<file path="src/rtl/sc_lane_shift_ctrl.sv">
// ---------------------------------------------------------------------------
// sc_lane_shift_ctrl
//
// Control sequencer for one background lane register of the Frogger datapath.
// It sits directly upstream of the lane register and drives that register's
// control inputs. Its jobs are:
//   - pacing car movement with a per-level prescaler,
//   - sequencing clear -> load when a level starts,
//   - issuing figure loads,
//   - tracking the net lane rotation (offset) for the collision logic.
//
// Ports
//   SC_LaneCtrl_CLOCK_50        in   system clock (50 MHz)
//   SC_LaneCtrl_RESET_InHigh    in   asynchronous reset, active-high
//   SC_LaneCtrl_start_In        in   1-cycle pulse, start/restart level_In
//   SC_LaneCtrl_level_In        in   level number, only 1..4 valid
//   SC_LaneCtrl_pause_InLow     in   0 freezes pacing while running
//   SC_LaneCtrl_stop_In         in   1-cycle pulse, stop lane motion
//   SC_LaneCtrl_figure_In       in   non-zero requests a figure load
//   SC_LaneCtrl_clear_OutLow    out  lane register clear (active-low)
//   SC_LaneCtrl_loadLevel_Out   out  lane register loadLevel
//   SC_LaneCtrl_loadFigure_Out  out  lane register loadFigure
//   SC_LaneCtrl_shift_Out       out  lane register shift (01 left, 10 right)
//   SC_LaneCtrl_running_Out     out  high while the lane is in RUN
//   SC_LaneCtrl_offset_OutBUS   out  net rotation since the last level load
// ---------------------------------------------------------------------------
module sc_lane_shift_ctrl #(
    parameter int                     PRESC_WIDTH = 24,
    parameter logic [PRESC_WIDTH-1:0] PERIOD_LVL1 = 24'd12500000,
    parameter logic [PRESC_WIDTH-1:0] PERIOD_LVL2 = 24'd9375000,
    parameter logic [PRESC_WIDTH-1:0] PERIOD_LVL3 = 24'd6250000,
    parameter logic [PRESC_WIDTH-1:0] PERIOD_LVL4 = 24'd3125000,
    parameter bit                     DIR_RIGHT   = 1'b0,
    parameter int                     LANE_WIDTH  = 8,
    parameter int                     OFFS_WIDTH  = 3
) (
    input  logic                  SC_LaneCtrl_CLOCK_50,
    input  logic                  SC_LaneCtrl_RESET_InHigh,
    input  logic                  SC_LaneCtrl_start_In,
    input  logic [2:0]            SC_LaneCtrl_level_In,
    input  logic                  SC_LaneCtrl_pause_InLow,
    input  logic                  SC_LaneCtrl_stop_In,
    input  logic [2:0]            SC_LaneCtrl_figure_In,
    output logic                  SC_LaneCtrl_clear_OutLow,
    output logic [2:0]            SC_LaneCtrl_loadLevel_Out,
    output logic [2:0]            SC_LaneCtrl_loadFigure_Out,
    output logic [1:0]            SC_LaneCtrl_shift_Out,
    output logic                  SC_LaneCtrl_running_Out,
    output logic [OFFS_WIDTH-1:0] SC_LaneCtrl_offset_OutBUS
);

    typedef enum logic [2:0] {
        IDLE  = 3'd0,
        CLEAR = 3'd1,
        LOAD  = 3'd2,
        RUN   = 3'd3,
        FIG   = 3'd4
    } laneState_t;

    localparam logic [1:0] SHIFT_CODE = DIR_RIGHT ? 2'b10 : 2'b01;

    // The offset register must be able to count one full lane rotation, so
    // its width has to match the lane register width.
    if (OFFS_WIDTH != $clog2(LANE_WIDTH)) begin : g_offsWidthCheck
        $error("sc_lane_shift_ctrl: OFFS_WIDTH must equal clog2(LANE_WIDTH)");
    end

    laneState_t             state_q, state_d;
    logic [2:0]             lvl_q, lvl_d;
    logic [2:0]             fig_q, fig_d;
    logic [PRESC_WIDTH-1:0] period_q, period_d;
    logic [PRESC_WIDTH-1:0] presc_q, presc_d;
    logic [OFFS_WIDTH-1:0]  offset_q, offset_d;

    logic startValid;
    logic figReq;
    logic tick;

    // Maps a valid level number to its shift period. Only called with a
    // validated level, the default is there to keep the mux complete.
    function automatic logic [PRESC_WIDTH-1:0] periodFor(input logic [2:0] lvl);
        case (lvl)
            3'd1:    periodFor = PERIOD_LVL1;
            3'd2:    periodFor = PERIOD_LVL2;
            3'd3:    periodFor = PERIOD_LVL3;
            3'd4:    periodFor = PERIOD_LVL4;
            default: periodFor = PERIOD_LVL1;
        endcase
    endfunction

    // Request qualification. A start with an out-of-range level is treated
    // as if no start had happened at all, so a simultaneous figure request
    // still gets through. The tick fires on the last prescaler count of a
    // period, and only while pacing is not paused.
    always_comb begin
        startValid = SC_LaneCtrl_start_In &&
                     (SC_LaneCtrl_level_In >= 3'd1) && (SC_LaneCtrl_level_In <= 3'd4);
        figReq     = (SC_LaneCtrl_figure_In != 3'd0);
        tick       = SC_LaneCtrl_pause_InLow && (presc_q == period_q - PRESC_WIDTH'(1));
    end

    // Next-state and output decode. Strobes to the lane register are Moore
    // decoded from the state, except the shift, which has to be suppressed
    // in the same cycle that a stop, figure or restart request wins.
    // Exit priority in RUN is stop, then figure, then start, then tick.
    always_comb begin
        state_d  = state_q;
        lvl_d    = lvl_q;
        fig_d    = fig_q;
        period_d = period_q;
        presc_d  = presc_q;
        offset_d = offset_q;

        SC_LaneCtrl_clear_OutLow   = 1'b1;
        SC_LaneCtrl_loadLevel_Out  = 3'b000;
        SC_LaneCtrl_loadFigure_Out = 3'b000;
        SC_LaneCtrl_shift_Out      = 2'b00;
        SC_LaneCtrl_running_Out    = 1'b0;

        case (state_q)
            IDLE: begin
                if (startValid) begin
                    lvl_d    = SC_LaneCtrl_level_In;
                    period_d = periodFor(SC_LaneCtrl_level_In);
                    state_d  = CLEAR;
                end else if (figReq) begin
                    fig_d   = SC_LaneCtrl_figure_In;
                    state_d = FIG;
                end
            end

            CLEAR: begin
                SC_LaneCtrl_clear_OutLow = 1'b0;
                state_d                  = LOAD;
            end

            LOAD: begin
                SC_LaneCtrl_loadLevel_Out = lvl_q;
                presc_d                   = '0;
                offset_d                  = '0;
                state_d                   = RUN;
            end

            RUN: begin
                SC_LaneCtrl_running_Out = 1'b1;
                if (SC_LaneCtrl_stop_In) begin
                    state_d = IDLE;
                end else if (figReq) begin
                    fig_d   = SC_LaneCtrl_figure_In;
                    state_d = FIG;
                end else if (startValid) begin
                    lvl_d    = SC_LaneCtrl_level_In;
                    period_d = periodFor(SC_LaneCtrl_level_In);
                    state_d  = CLEAR;
                end else if (tick) begin
                    SC_LaneCtrl_shift_Out = SHIFT_CODE;
                    presc_d               = '0;
                    offset_d              = DIR_RIGHT ? offset_q - OFFS_WIDTH'(1)
                                                      : offset_q + OFFS_WIDTH'(1);
                end else if (SC_LaneCtrl_pause_InLow) begin
                    presc_d = presc_q + PRESC_WIDTH'(1);
                end
            end

            FIG: begin
                SC_LaneCtrl_loadFigure_Out = fig_q;
                state_d                    = IDLE;
            end

            default: begin
                state_d = IDLE;
            end
        endcase
    end

    // State and datapath registers. Reset drops the sequencer back to IDLE
    // from anywhere, including the middle of a clear/load sequence, and
    // restores the level-1 pacing period.
    always_ff @(posedge SC_LaneCtrl_CLOCK_50 or posedge SC_LaneCtrl_RESET_InHigh) begin
        if (SC_LaneCtrl_RESET_InHigh) begin
            state_q  <= IDLE;
            lvl_q    <= 3'd0;
            fig_q    <= 3'd0;
            period_q <= PERIOD_LVL1;
            presc_q  <= '0;
            offset_q <= '0;
        end else begin
            state_q  <= state_d;
            lvl_q    <= lvl_d;
            fig_q    <= fig_d;
            period_q <= period_d;
            presc_q  <= presc_d;
            offset_q <= offset_d;
        end
    end

    assign SC_LaneCtrl_offset_OutBUS = offset_q;

endmodule
</file>
<file path="config.mk">
export PLATFORM = sky130hd
export DESIGN_NAME = sc_lane_shift_ctrl
export DESIGN_NICKNAME = d
export VERILOG_FILES = /design/src/rtl/sc_lane_shift_ctrl.sv
export SDC_FILE = /design/constraint.sdc
export NUM_CORES = 1
export LEC_CHECK = 0
export CAP_MARGIN = 40
export CORE_MARGIN = 1
export CORE_UTILIZATION = 52
export CTS_CLUSTER_DIAMETER = 50
export DETAILED_ROUTE_END_ITERATION = 7
export PLACE_DENSITY = 0.75
export SYNTH_ARGS = -nofsm -noshare
export SYNTH_HDL_FRONTEND = slang
export SYNTH_SLANG_ARGS = --single-unit
</file>
<file path="constraint.sdc">
create_clock -name SC_LaneCtrl_CLOCK_50 -period 2.48 [get_ports SC_LaneCtrl_CLOCK_50]
set_clock_uncertainty 0.1 [all_clocks]
set_input_delay 0.62 -clock SC_LaneCtrl_CLOCK_50 [delete_from_list [all_inputs] [get_ports SC_LaneCtrl_CLOCK_50]]
set_output_delay 0.62 -clock SC_LaneCtrl_CLOCK_50 [all_outputs]
set_load 0.005 [all_outputs]
</file>
==> out/summary.txt <==
status: finished with violations
failing checks: negative setup slack
most used cell, CP: buf_4
CP max stage cell: dfrtp_1
syn avg cell area: 9.294 µm²
Post-synth ARST share: 1.000
Ant. Diodes: 0
Final Util: 0.7611
GRT Overall Usage: 0.2633
clock root buffer master: clkbuf_8
Slew headroom: 0.6719
CP max stage delay: 0.41 ns
Leak: 0.001672 µW
DR DRC count: 0
Worst R2R End: presc_q[23]
number of CTS-inserted buffers: 5
die height: 72.49 µm
post-synth net total: 293
critical-path cell list: buf_4 > buf_4 > buf_4 > nor4_2 > xor2_1 > nor4b_4 > and3_1 > buf_2
CTS tree: yes
final instance area: 3618 µm²
Routed Antenna Nets: 0
Iteration-0 DRC Markers: 137
vias: 2,368
Stages on worst setup path: 8
required time worst endpoint: 1.76 ns
CTS H-tree lvls: 2
final wirelength: 6540 µm
switching pwr: 1106 µW
TritonCTS Sinks: 45
Commonest cells post-synth: dfrtp_1, nor2_1, nand2_1
CP Max Fanout: 7
combinational fraction of design power: 0.499
Clock Path Buffers: 2
Crit. Startpoint: period_q[8]
global route overflow: 0
Hold/Removal Path Class: reg -> reg
family with the most delay on the worst path: simple AND/OR/NAND/NOR gates
die area: 5255 µm²
Die W: 72.49 µm
TritonRoute pass-1 iters: 4
slack of the critical path: -0.5160 ns
Final GP Congestion: 0.8603
num ports: 24
share of the synthesized area in the top cell type: 0.3971
final setup vio count: 23
pwr/cell area: 830.6 nW/µm²
Worst Setup EP: SC_LaneCtrl_shift_Out[0]
Post-synth EDFFs: 0
top_reg_cell synth: dfrtp_1
Seq pwr share: 0.339
Mapped Cells: 278
first-pass GRT wire length: 10,500 µm
HPWL Detailed: 4585 µm
most numerous cell in the Yosys netlist: dfrtp_1
vias in the first global route: 2,262
fillers: 338
Cell Rows: 25
Fin. Hold Viols: 0
#FFs+latches synth: 45
Netlist cell types: 53
share of power burned in the clock network: 0.162
placed instance area: 3391 µm²
arrival time worst endpoint: 2.28 ns
sw frac: 0.3681
Ys Warns: 0
post-cts hold buffer count: 0
Final Slew Violations: 0
Core Area: 4755 µm²
CP Buf/Inv Count: 4
post-DR wirelength/cell: 15.03 µm
R2R Setup Slk: -0.05 ns
RSZ-0062 raised after global routing: yes
Fmax: 333.8 MHz
reg2reg path depth: 10
layout cells sized above 1: 0.3370
synthesized area: 2584 µm²
Worst Tran Pin Value: 0.4876 ns
area leader, netlist: dfrtp_1
largest net degree at the start of global routing: 46
Final nets: 382
CP Launch Type: register
Synth-to-Final Area Change: 40.05%
fin crit share: 1.208
Period minus WS final: 2.996 ns
Seq/Total Area, Yosys: 0.4378
maximum vdd drop: 0.5804 mV
Crit Path Class: reg -> out
vias per std cell: 5.444
ranking of synthesized cells by area: dfrtp_1, nor2_1, xor2_1, xnor2_1, dfstp_2
initial antenna violation count: 0
Initial Utilization: 0.5434
clock slew at reported path FFs: 0.10 ns
Crit. End Element: primary output
reg2reg start: period_q[8]
hold path depth: 2
max_cap viols: 0
IO buf count: 22
Pint: 1899 µW
Clock Latency Late Sink: 0.31 ns
==> cells in the final DEF, fill, tap and decap left out, types with 3 or more instances in the layout <==
| cell type | count |
|---|---|
| buf_4 | 68 |
| dfrtp_1 | 40 |
| nor2_1 | 36 |
| clkdlybuf4s50_1 | 20 |
| nand2_1 | 17 |
| nor3_1 | 14 |
| nand3_1 | 14 |
| xor2_1 | 14 |
| inv_1 | 13 |
| xnor2_1 | 13 |
| nand4_1 | 9 |
| a21oi_1 | 8 |
| and3_1 | 7 |
| mux2_2 | 7 |
| a21o_1 | 6 |
| nor4_2 | 5 |
| clkbuf_8 | 5 |
| dfstp_2 | 4 |
| and2_1 | 3 |
| nor4_1 | 3 |
| o21ai_0 | 3 |
| inv_2 | 3 |
==> layout make-up <==
class | instances | area [µm²] | area share
clock buffer | 5 | 68.82 | 0.01902
timing repair buffer | 92 | 768.2 | 0.2123
sequential | 45 | 1132 | 0.3129
multi-input combinational | 207 | 1480 | 0.4091
inverter | 16 | 60.06 | 0.01660
clock inverter | 3 | 25.02 | 0.006916
tap | 67 | 83.83 | 0.02317
==> how the worst min path moves through the flow <==
stage | start | to
5_1_grt | period_q[20] | period_q[20]
6_report | period_q[20] | period_q[20]
4_1_cts | period_q[20] | period_q[20]
3_5_place_dp | period_q[20] | period_q[20]
2_1_floorplan | period_q[20] | period_q[20]
3_3_place_gp | period_q[20] | period_q[20]
==> sequential cells by signal, summed over array words and instances, names as in the netlist <==
signal                     count
fig_q                          3
state_q                        3
lvl_q                          3
presc_q                       24
period_q                       9
SC_LaneCtrl_offset_OutBUS      3
==> timing repair <==
action                                  CTS  global route
endpoints found under the hold margin     0             0
endpoints found under the setup margin   26            28
resized for setup                        16            14
pin swaps                                 6             8
buffers inserted                          1             1
==> metrics by stage <==
| stage | power [µW] | std cells | hold slack (ns) | setup WS [ns] | setup TNS (ns) |
|---|---|---|---|---|---|
| 3_3_place_gp | 2312 | 425 | 0.3708 | -0.8537 | -9.534 |
| 2_1_floorplan | 1791 | 278 | 0.3468 | -0.04941 | -0.04941 |
| 4_1_cts | 2888 | 434 | 0.3961 | -0.5341 | -0.5341 |
| 5_1_grt | 3168 | 435 | 0.4271 | -0.5873 | -2.413 |
| 3_5_place_dp | 2351 | 425 | 0.3811 | -0.9682 | -11.39 |
| 6_report | 3006 | 435 | 0.4005 | -0.5160 | -1.470 |
==> worst reg2reg max path, delay by kind of cell (launching register included) <==
family | cells | cell delay, ns
AO/OA/AOI/OAI | 1 | 0.23
flip-flops | 1 | 0.41
XOR/XNOR | 1 | 0.30
AND/OR/NAND/NOR | 4 | 0.80
buffers and inverters | 4 | 0.59
==> power by group through the flow <==
stage                     Combinational [µW]  Sequential (µW)  Clock (µW)
after global placement                  1310             1010           0
after CTS                               1380             1000         502
after floorplan                          804              987           0
final                                   1500             1020         487
after detailed placement                1340             1020           0
after global routing                    1610             1030         530
==> logic make-up (layout without fill, tap and decap cells) <==
kind of cell / Yosys count / count (layout) / share of synthesized area
AOI/OAI and AO/OA: 35 / 35 / 0.1007
adders and majority gates: 4 / 4 / 0.01937
and+or+nand+nor: 130 / 130 / 0.2596
xor gates and xnor gates: 29 / 29 / 0.09831
muxes: 8 / 8 / 0.03438
DFF: 45 / 45 / 0.4378
other: 1 / 1 / 0.001451
buffers and inverters: 26 / 116 / 0.04843
==> routing by layer <==
metal / global-route usage / up-vias / share of wire
li1: - / 1144 / -
met1: 0.3544 / 1154 / 0.45
met2: 0.4216 / 58 / 0.50
met3: 0.05694 / 12 / 0.036
met4: 0.09150 / 0 / 0.017
met5: 0 / - / 0
No activity file was read; power rests on OpenSTA's default activity.
